### src/rtl/dilithium_top.sv
// Stream-protocol shell of the Dilithium keygen accelerator: gathers a 256-bit seed,
// kicks the engine, then forwards each key section to the output stream in a fixed order.
module dilithium_top #(
    parameter int HIGH_PERF = 1,
    parameter int SEC_LEVEL = 2,
    parameter int W         = 64
) (
    input  logic           clk,
    input  logic           rst,
    input  logic           start,
    input  logic [1:0]     mode,
    input  logic           valid_i,
    output logic           ready_i,
    input  logic [W-1:0]   data_i,
    output logic           valid_o,
    input  logic           ready_o,
    output logic [W-1:0]   data_o,
    output logic           eng_start,
    output logic [255:0]   eng_seed,
    output logic [2:0]     eng_sec,
    input  logic           eng_valid,
    input  logic [W-1:0]   eng_data,
    output logic           eng_ready
);

    localparam int SEED_WORDS = 256 / W;
    localparam int LW         = (SEED_WORDS > 1) ? $clog2(SEED_WORDS) : 1;

    localparam int S1_BITS = (SEC_LEVEL == 2) ? 3072  : (SEC_LEVEL == 3) ? 5120  : 5376;
    localparam int S2_BITS = (SEC_LEVEL == 2) ? 3072  : 6144;
    localparam int T1_BITS = (SEC_LEVEL == 2) ? 10240 : (SEC_LEVEL == 3) ? 15360 : 20480;
    localparam int T0_BITS = (SEC_LEVEL == 2) ? 13312 : (SEC_LEVEL == 3) ? 19968 : 26624;

    // T0 is the largest section at every level, so it sizes the word counter.
    localparam int CW = $clog2(T0_BITS / W + 1);

    localparam logic [CW-1:0] SHORT_LAST = CW'(256 / W - 1);
    localparam logic [CW-1:0] S1_LAST    = CW'(S1_BITS / W - 1);
    localparam logic [CW-1:0] S2_LAST    = CW'(S2_BITS / W - 1);
    localparam logic [CW-1:0] T1_LAST    = CW'(T1_BITS / W - 1);
    localparam logic [CW-1:0] T0_LAST    = CW'(T0_BITS / W - 1);

    typedef enum logic [1:0] {ST_IDLE, ST_LOAD, ST_UNLOAD} state_t;
    typedef enum logic [2:0] {
        SEC_RHO = 3'd0, SEC_K = 3'd1, SEC_S1 = 3'd2, SEC_S2 = 3'd3,
        SEC_T1  = 3'd4, SEC_T0 = 3'd5, SEC_TR = 3'd6
    } sec_t;

    state_t         r_state;
    state_t         w_next_state;
    sec_t           r_sec;
    sec_t           w_next_sec;
    logic           r_pass;
    logic [CW-1:0]  r_wcnt;
    logic [LW-1:0]  r_ld_cnt;
    logic [255:0]   r_buf;
    logic [255:0]   r_seed;
    logic           r_eng_start;

    logic           w_start_ok;
    logic           w_in_fire;
    logic           w_out_fire;
    logic           w_seed_last;
    logic [CW-1:0]  w_sec_last_idx;
    logic           w_sec_last_word;
    logic           w_run_done;
    logic           w_set_pass;
    logic [255:0]   w_buf_next;

    assign w_start_ok      = start && (mode == 2'd0);
    assign w_in_fire       = valid_i && (r_state == ST_LOAD);
    assign w_out_fire      = eng_valid && ready_o && (r_state == ST_UNLOAD);
    assign w_seed_last     = (r_ld_cnt == LW'(SEED_WORDS - 1));
    assign w_sec_last_word = (r_wcnt == w_sec_last_idx);
    // Earlier words shift toward the MSB, so the first word ends up on top.
    assign w_buf_next      = (r_buf << W) | 256'(data_i);

    always_comb begin
        // NOTE: every combinational output gets a default first so no path can infer a latch.
        w_sec_last_idx = SHORT_LAST;
        case (r_sec)
            SEC_S1:  w_sec_last_idx = S1_LAST;
            SEC_S2:  w_sec_last_idx = S2_LAST;
            SEC_T1:  w_sec_last_idx = T1_LAST;
            SEC_T0:  w_sec_last_idx = T0_LAST;
            default: w_sec_last_idx = SHORT_LAST;
        endcase
    end

    // Section sequencing; r_pass tells the secret-key RHO from the public-key RHO.
    always_comb begin
        w_next_sec = r_sec;
        w_run_done = 1'b0;
        w_set_pass = 1'b0;
        if (HIGH_PERF != 0) begin
            if (r_sec == SEC_TR) w_run_done = 1'b1;
            else                 w_next_sec = sec_t'(r_sec + 3'd1);
        end else begin
            case (r_sec)
                SEC_RHO: w_next_sec = r_pass ? SEC_T1 : SEC_K;
                SEC_K:   w_next_sec = SEC_TR;
                SEC_TR:  w_next_sec = SEC_S1;
                SEC_S1:  w_next_sec = SEC_S2;
                SEC_S2:  w_next_sec = SEC_T0;
                SEC_T0: begin
                    w_next_sec = SEC_RHO;
                    w_set_pass = 1'b1;
                end
                default: w_run_done = 1'b1;
            endcase
        end
    end

    always_ff @(posedge clk or posedge rst) begin
        // NOTE: sequential state uses <= so every register samples pre-edge values.
        if (rst) r_state <= ST_IDLE;
        else     r_state <= w_next_state;
    end

    always_comb begin
        w_next_state = r_state;
        case (r_state)
            ST_IDLE:   if (w_start_ok) w_next_state = ST_LOAD;
            ST_LOAD:   if (w_in_fire && w_seed_last) w_next_state = ST_UNLOAD;
            ST_UNLOAD: if (w_out_fire && w_sec_last_word && w_run_done) w_next_state = ST_IDLE;
            default:   w_next_state = ST_IDLE;
        endcase
    end

    always_comb begin
        ready_i   = 1'b0;
        valid_o   = 1'b0;
        data_o    = '0;
        eng_ready = 1'b0;
        eng_sec   = 3'd0;
        case (r_state)
            ST_LOAD:   ready_i = 1'b1;
            ST_UNLOAD: begin
                valid_o   = eng_valid;
                data_o    = eng_data;
                eng_ready = ready_o;
                eng_sec   = r_sec;
            end
            default: ;
        endcase
    end

    always_ff @(posedge clk or posedge rst) begin
        if (rst) begin
            r_sec       <= SEC_RHO;
            r_pass      <= 1'b0;
            r_wcnt      <= '0;
            r_ld_cnt    <= '0;
            r_buf       <= '0;
            r_seed      <= '0;
            r_eng_start <= 1'b0;
        end else begin
            r_eng_start <= 1'b0;
            case (r_state)
                ST_IDLE: if (w_start_ok) begin
                    r_ld_cnt <= '0;
                    r_wcnt   <= '0;
                    r_sec    <= SEC_RHO;
                    r_pass   <= 1'b0;
                end
                ST_LOAD: if (w_in_fire) begin
                    r_buf <= w_buf_next;
                    if (w_seed_last) begin
                        r_seed      <= w_buf_next;
                        r_eng_start <= 1'b1;
                        r_ld_cnt    <= '0;
                    end else begin
                        r_ld_cnt <= r_ld_cnt + LW'(1);
                    end
                end
                ST_UNLOAD: if (w_out_fire) begin
                    if (w_sec_last_word) begin
                        r_wcnt <= '0;
                        if (w_run_done) begin
                            r_sec  <= SEC_RHO;
                            r_pass <= 1'b0;
                        end else begin
                            r_sec <= w_next_sec;
                            if (w_set_pass) r_pass <= 1'b1;
                        end
                    end else begin
                        r_wcnt <= r_wcnt + CW'(1);
                    end
                end
                default: ;
            endcase
        end
    end

    assign eng_start = r_eng_start;
    assign eng_seed  = r_seed;

endmodule

### config.mk
export PLATFORM = sky130hd
export DESIGN_NAME = dilithium_top
export DESIGN_NICKNAME = d
export VERILOG_FILES = /design/src/rtl/dilithium_top.sv
export SDC_FILE = /design/constraint.sdc
export NUM_CORES = 1
export LEC_CHECK = 0
export CORE_UTILIZATION = 49
export CTS_CLUSTER_SIZE = 20
export DETAILED_ROUTE_END_ITERATION = 12
export GPL_TIMING_DRIVEN = 0
export PLACE_DENSITY = 0.92
export SLEW_MARGIN = 20
export SYNTH_ARGS = -nofsm -noshare
export SYNTH_HDL_FRONTEND = slang
export SYNTH_SLANG_ARGS = --single-unit
export TNS_END_PERCENT = 30
### constraint.sdc
create_clock -name clk -period 21.9 [get_ports clk]
set_input_delay 5.475 -clock clk [delete_from_list [all_inputs] [get_ports clk]]
set_output_delay 5.475 -clock clk [all_outputs]
set_load 0.005 [all_outputs]
# Yosys cells after proc, flatten, opt, wreduce, memory -nomap -nowiden
# Index checks and enable logic that the tools add are counted.
# word_totals
regBits	464
input_bits	136
output_inout_bits	327
word_cells	73
# classes
n_addsub	3
eq_ne	16
n_mux	28
bitwise_logic	1
reduce_logical	18
# ops
cell	n
bitwise OR 256 x 64 -> 256 bit	1
2-to-1 mux 64 bit	1
2-to-1 mux 8 bit	3
one-hot mux 8 bit (3 select lines)	1
2-to-1 mux 3 bit	6
one-hot mux 8 bit (2 select lines)	1
2-to-1 mux 2 bit	6
AND reduction 3 bit	4
equality test 3 bit, second input constant	3
adder 8 x 1 -> 8 bit, second input constant	1
equality test 8 bit	1
inequality test 2 bit, second input constant	4
logical AND 1 bit	7
2-to-1 mux 1 bit	7
equality test 3 x 2 -> 1 bit, second input constant	2
one-hot mux 2 bit (3 select lines)	1
one-hot mux 3 bit (2 select lines)	1
AND reduction 5 bit	1
equality test 2 bit, second input constant	2
zero test 2 bit	2
inequality test 2 x 1 -> 1 bit, second input constant	2
one-hot mux 2 bit (2 select lines)	1
nonzero test 2 bit	2
adder 3 x 1 -> 3 bit, second input constant	1
5 further kinds	5

# Logic depth before layout (Yosys ltp)
# logic_depth
ltp_word	8
mapped_depth	9
mapped_depth_nobuf	7

# Worst setup path after synthesis
# OpenSTA, ideal clock, no wires.
# synth_timing
path_type	input to output
from	input eng_data[0]
to	output data_o[0]
t_arrival_ns	5.600
required_ns	16.425
slack_ns	10.825
cell_stages	1
path_cell_list	and2_1
# synth_via
elab_chain_len	1
# synth_rtl
item	line_no	text
start, declared	22	input logic [W-1:0] eng_data,
2-to-1 mux 64 bit	136	case (r_state)
end, declared	17	output logic [W-1:0] data_o,
# Every way passes these cells.

# Worst setup path in the final report
# layout_timing
from	input eng_valid
to	output valid_o
# layout_via
elab_chain_len	1
# layout_rtl
item	line_no	text
start, declared	21	input logic eng_valid,
2-to-1 mux 1 bit	136	
end, declared	15	output logic valid_o,
# Every way passes these cells.

==> results.py <==
metrics = {
    "placed_design": {
        "hpwl_um": 40700,
        "post-place-ws_ns": 9.76,
        "numPortBuffers": 462,
        "gp_congestion": 0.920,
        "placed_area_um2": 23500,
        "dp_cells": 3014,
    },
    "floorplan": {
        "die-area_um2": 37800,
        "ioPinCount": 463,
        "coreArea_um2": 36500,
        "die_h_um": 195,
        "initial_core_util_pct": 49.7,
        "rows": 70,
        "die_x_um": 195,
    },
    "power_and_ir_drop": {
        "power.density_nw_per_um2": 131,
        "vdd.ir_drop.worst_mv": 0.0864,
        "power_mw": 3.30,
        "p_leak_nw": 13.2,
    },
    "logic_synthesis": {
        "synth-edff-count": 0,
        "ys_top_cells_by_count": "nand2_1, dfrtp_1, buf_2, and2_1, clkbuf_1",
        "syn_nets": 2220,
        "yosys-top-cells-area": "dfrtp_1, nand2_1, and2_1",
        "synth_top_area_cell": "dfrtp_1",
        "ys_types": 41,
        "ys_ff_latch": 464,
        "synth-async-reset-ratio_pct": 100,
        "synth_most_common_cell": "nand2_1",
        "avgSynthCellArea_um2": 8.73,
        "seq_area_frac_synth_pct": 63.9,
        "syn-cell-area_um2": 18200,
        "yosysWarnings": 0,
        "synth_top_area_share_pct": 63.9,
        "synthFlopType": "dfrtp_1",
        "syn_inst": 2080,
    },
    "clocking": {
        "cts_max_path_buffers": 3,
        "postCtsHoldBufs": 0,
        "cts_tree": "yes",
        "cts.sinks": 464,
        "ctsResizeCount": 0,
        "clk_latency_ns": 0.55,
        "cts_buffers": 46,
        "root_buffer": "clkbuf_16",
        "post_cts_buffers": 0,
        "htreeDepth": 2,
        "clk_pin_slew_ns": 0.06,
    },
    "finish": {
        "final_cell_area_um2": 25200,
        "drive_above_1_share_pct": 6.16,
        "nFillCells": 2523,
        "syn_to_final_growth_pct": 38.5,
        "layout.nets": 2734,
        "finalNonFillerCells": 3102,
    },
    "timing": {
        "rsz0062_at_grt": "false",
        "hold_viol_final": 0,
        "slew_violations": 0,
        "fin_crit_ns": 12.15,
        "fmax_mhz": 82.3,
        "period_share_pct": 55.5,
        "relSlewSlack_pct": 39.4,
        "hold_slack_ns": 0.468,
        "fin_worst_skew_ns": 0.00993,
        "setup_ws_ns": 9.75,
        "worstMarginPinSlew_ns": 0.909,
        "finalSetupViolCount": 0,
    },
    "routing": {
        "drtAntennaViolNets": 0,
        "vias": 16100,
        "first_pass_iters": 5,
        "totalWireLength_um": 56700,
        "via_per_inst": 5.21,
        "avgRoutedWirePerCell_um": 18.3,
        "drt_iter0_markers": 1128,
        "drc": 0,
    },
    "hold_path": {
        "hp-class": "reg -> reg",
    },
    "critical_path": {
        "crit_path_start_kind": "primary input",
        "crit_fanout": 3,
        "arrival_ns": 6.67,
        "path_class": "in -> out",
        "worstPathRequired_ns": 16.43,
        "cp-end-kind": "primary output",
    },
    "global_routing": {
        "grt_overflow_total": 0,
        "grt_antenna_before_repair": 2,
        "grt_first_pass_wirelength_um": 88600,
        "grt_pass1_vias": 16900,
        "grt_max_degree": 112,
        "grt_util_all_layers_pct": 30.1,
    },
    "run_status": {
        "outcome": "complete, no violations",
    },
    "run": {
        "cap_violations": 0,
    },
}
## power by group
part | internal, mW | switching, mW
Clock | 0.518 | 0.334
Sequential | 1.19 | 0.241
Combinational | 0.506 | 0.509
## cells in the final DEF, fill, tap and decap left out, types with 2 or more instances in the layout
master / netlist / final
buf_2: 71 / 71
inv_1: 5 / 4
a21oi_1: 4 / 4
xnor2_1: 2 / 2
nand3_1: 8 / 8
buf_4: 4 / 4
dfrtp_1: 464 / 464
nand2b_1: 4 / 4
clkinv_2: 0 / 8
nor2b_1: 3 / 3
clkdlybuf4s50_1: 0 / 462
inv_8: 0 / 2
a31oi_1: 3 / 3
clkbuf_16: 0 / 49
nor3_1: 2 / 2
buf_1: 3 / 3
buf_16: 0 / 4
nand4_1: 3 / 3
nand2_1: 1360 / 1360
clkbuf_8: 0 / 11
bufinv_16: 0 / 6
o21ai_0: 7 / 7
and2_1: 69 / 69
ha_1: 4 / 4
clkbuf_1: 33 / 42
nor2_1: 9 / 9
diode_2: 0 / 2
## sequential cells by signal, indices dropped and copies added, names as in the netlist
signal / flops
eng_seed: 256
eng_start: 1
r_state: 2
r_ld_cnt: 2
r_wcnt: 8
r_buf: 192
r_sec: 3
## logic make-up after synthesis
| kind of cell | share of synthesized area, % |
|---|---|
| AND/OR/NAND/NOR | 31.7 |
| flip-flops | 63.9 |
| buffers and inverters | 2.99 |
| AO/OA/AOI/OAI | 0.916 |
| adder cells (fa/ha/maj) | 0.276 |
| XOR/XNOR | 0.0964 |
| multiplexers | 0.117 |
## final cells by class
cell class,count,area (um^2),share of cell area (%)
Sequential cell,464,11600,46.2
Antenna cell,2,5.00,0.0199
Timing Repair Buffer,466,4730,18.8
Tap cell,468,586,2.33
Multi-Input combinational cell,1499,6010,23.9
Clock buffer,69,1410,5.61
Inverter,6,30.0,0.119
Buffer,111,520,2.07
Clock inverter,17,248,0.985
## final timing paths
check                      slack, ns                    from                   endpoint  depth (start not counted)
max in group asynchronous      15.19                     rst     r_buf[138]$_DFFE_PP0P_                          4
min in group asynchronous       5.36                     rst  eng_seed[225]$_DFFE_PP0P_                          2
hold / removal                  0.47  r_buf[171]$_DFFE_PP0P_  eng_seed[235]$_DFFE_PP0P_                          2
hold reg to reg                 0.47  r_buf[171]$_DFFE_PP0P_  eng_seed[235]$_DFFE_PP0P_                          2
setup reg to reg               19.24  r_state[0]$_DFFE_PP0P_      r_buf[94]$_DFFE_PP0P_                          6
setup / recovery                9.75               eng_valid                    valid_o                          3
## worst max-delay path, stage by stage
cell and delay, ns:
clkdlybuf4s50_1 0.54, and2_1 0.14, clkdlybuf4s50_1 0.51
## metal layers
metal	up-vias	routed length, um	track usage, %
met5	-	0	0
met4	0	3670	18.9
met3	204	4200	6.73
met2	767	29000	53.1
met1	7840	19900	32.8
li1	7336	-	-
## stage by stage
stage	utilization, %	TNS (ns)
after floorplan	-	0
after global placement	64.0	-312.52
after detailed placement	64.3	0
after CTS	68.9	0
after global routing	68.9	0
final	68.9	0
Note: power is estimated with default switching activity, not from simulation.
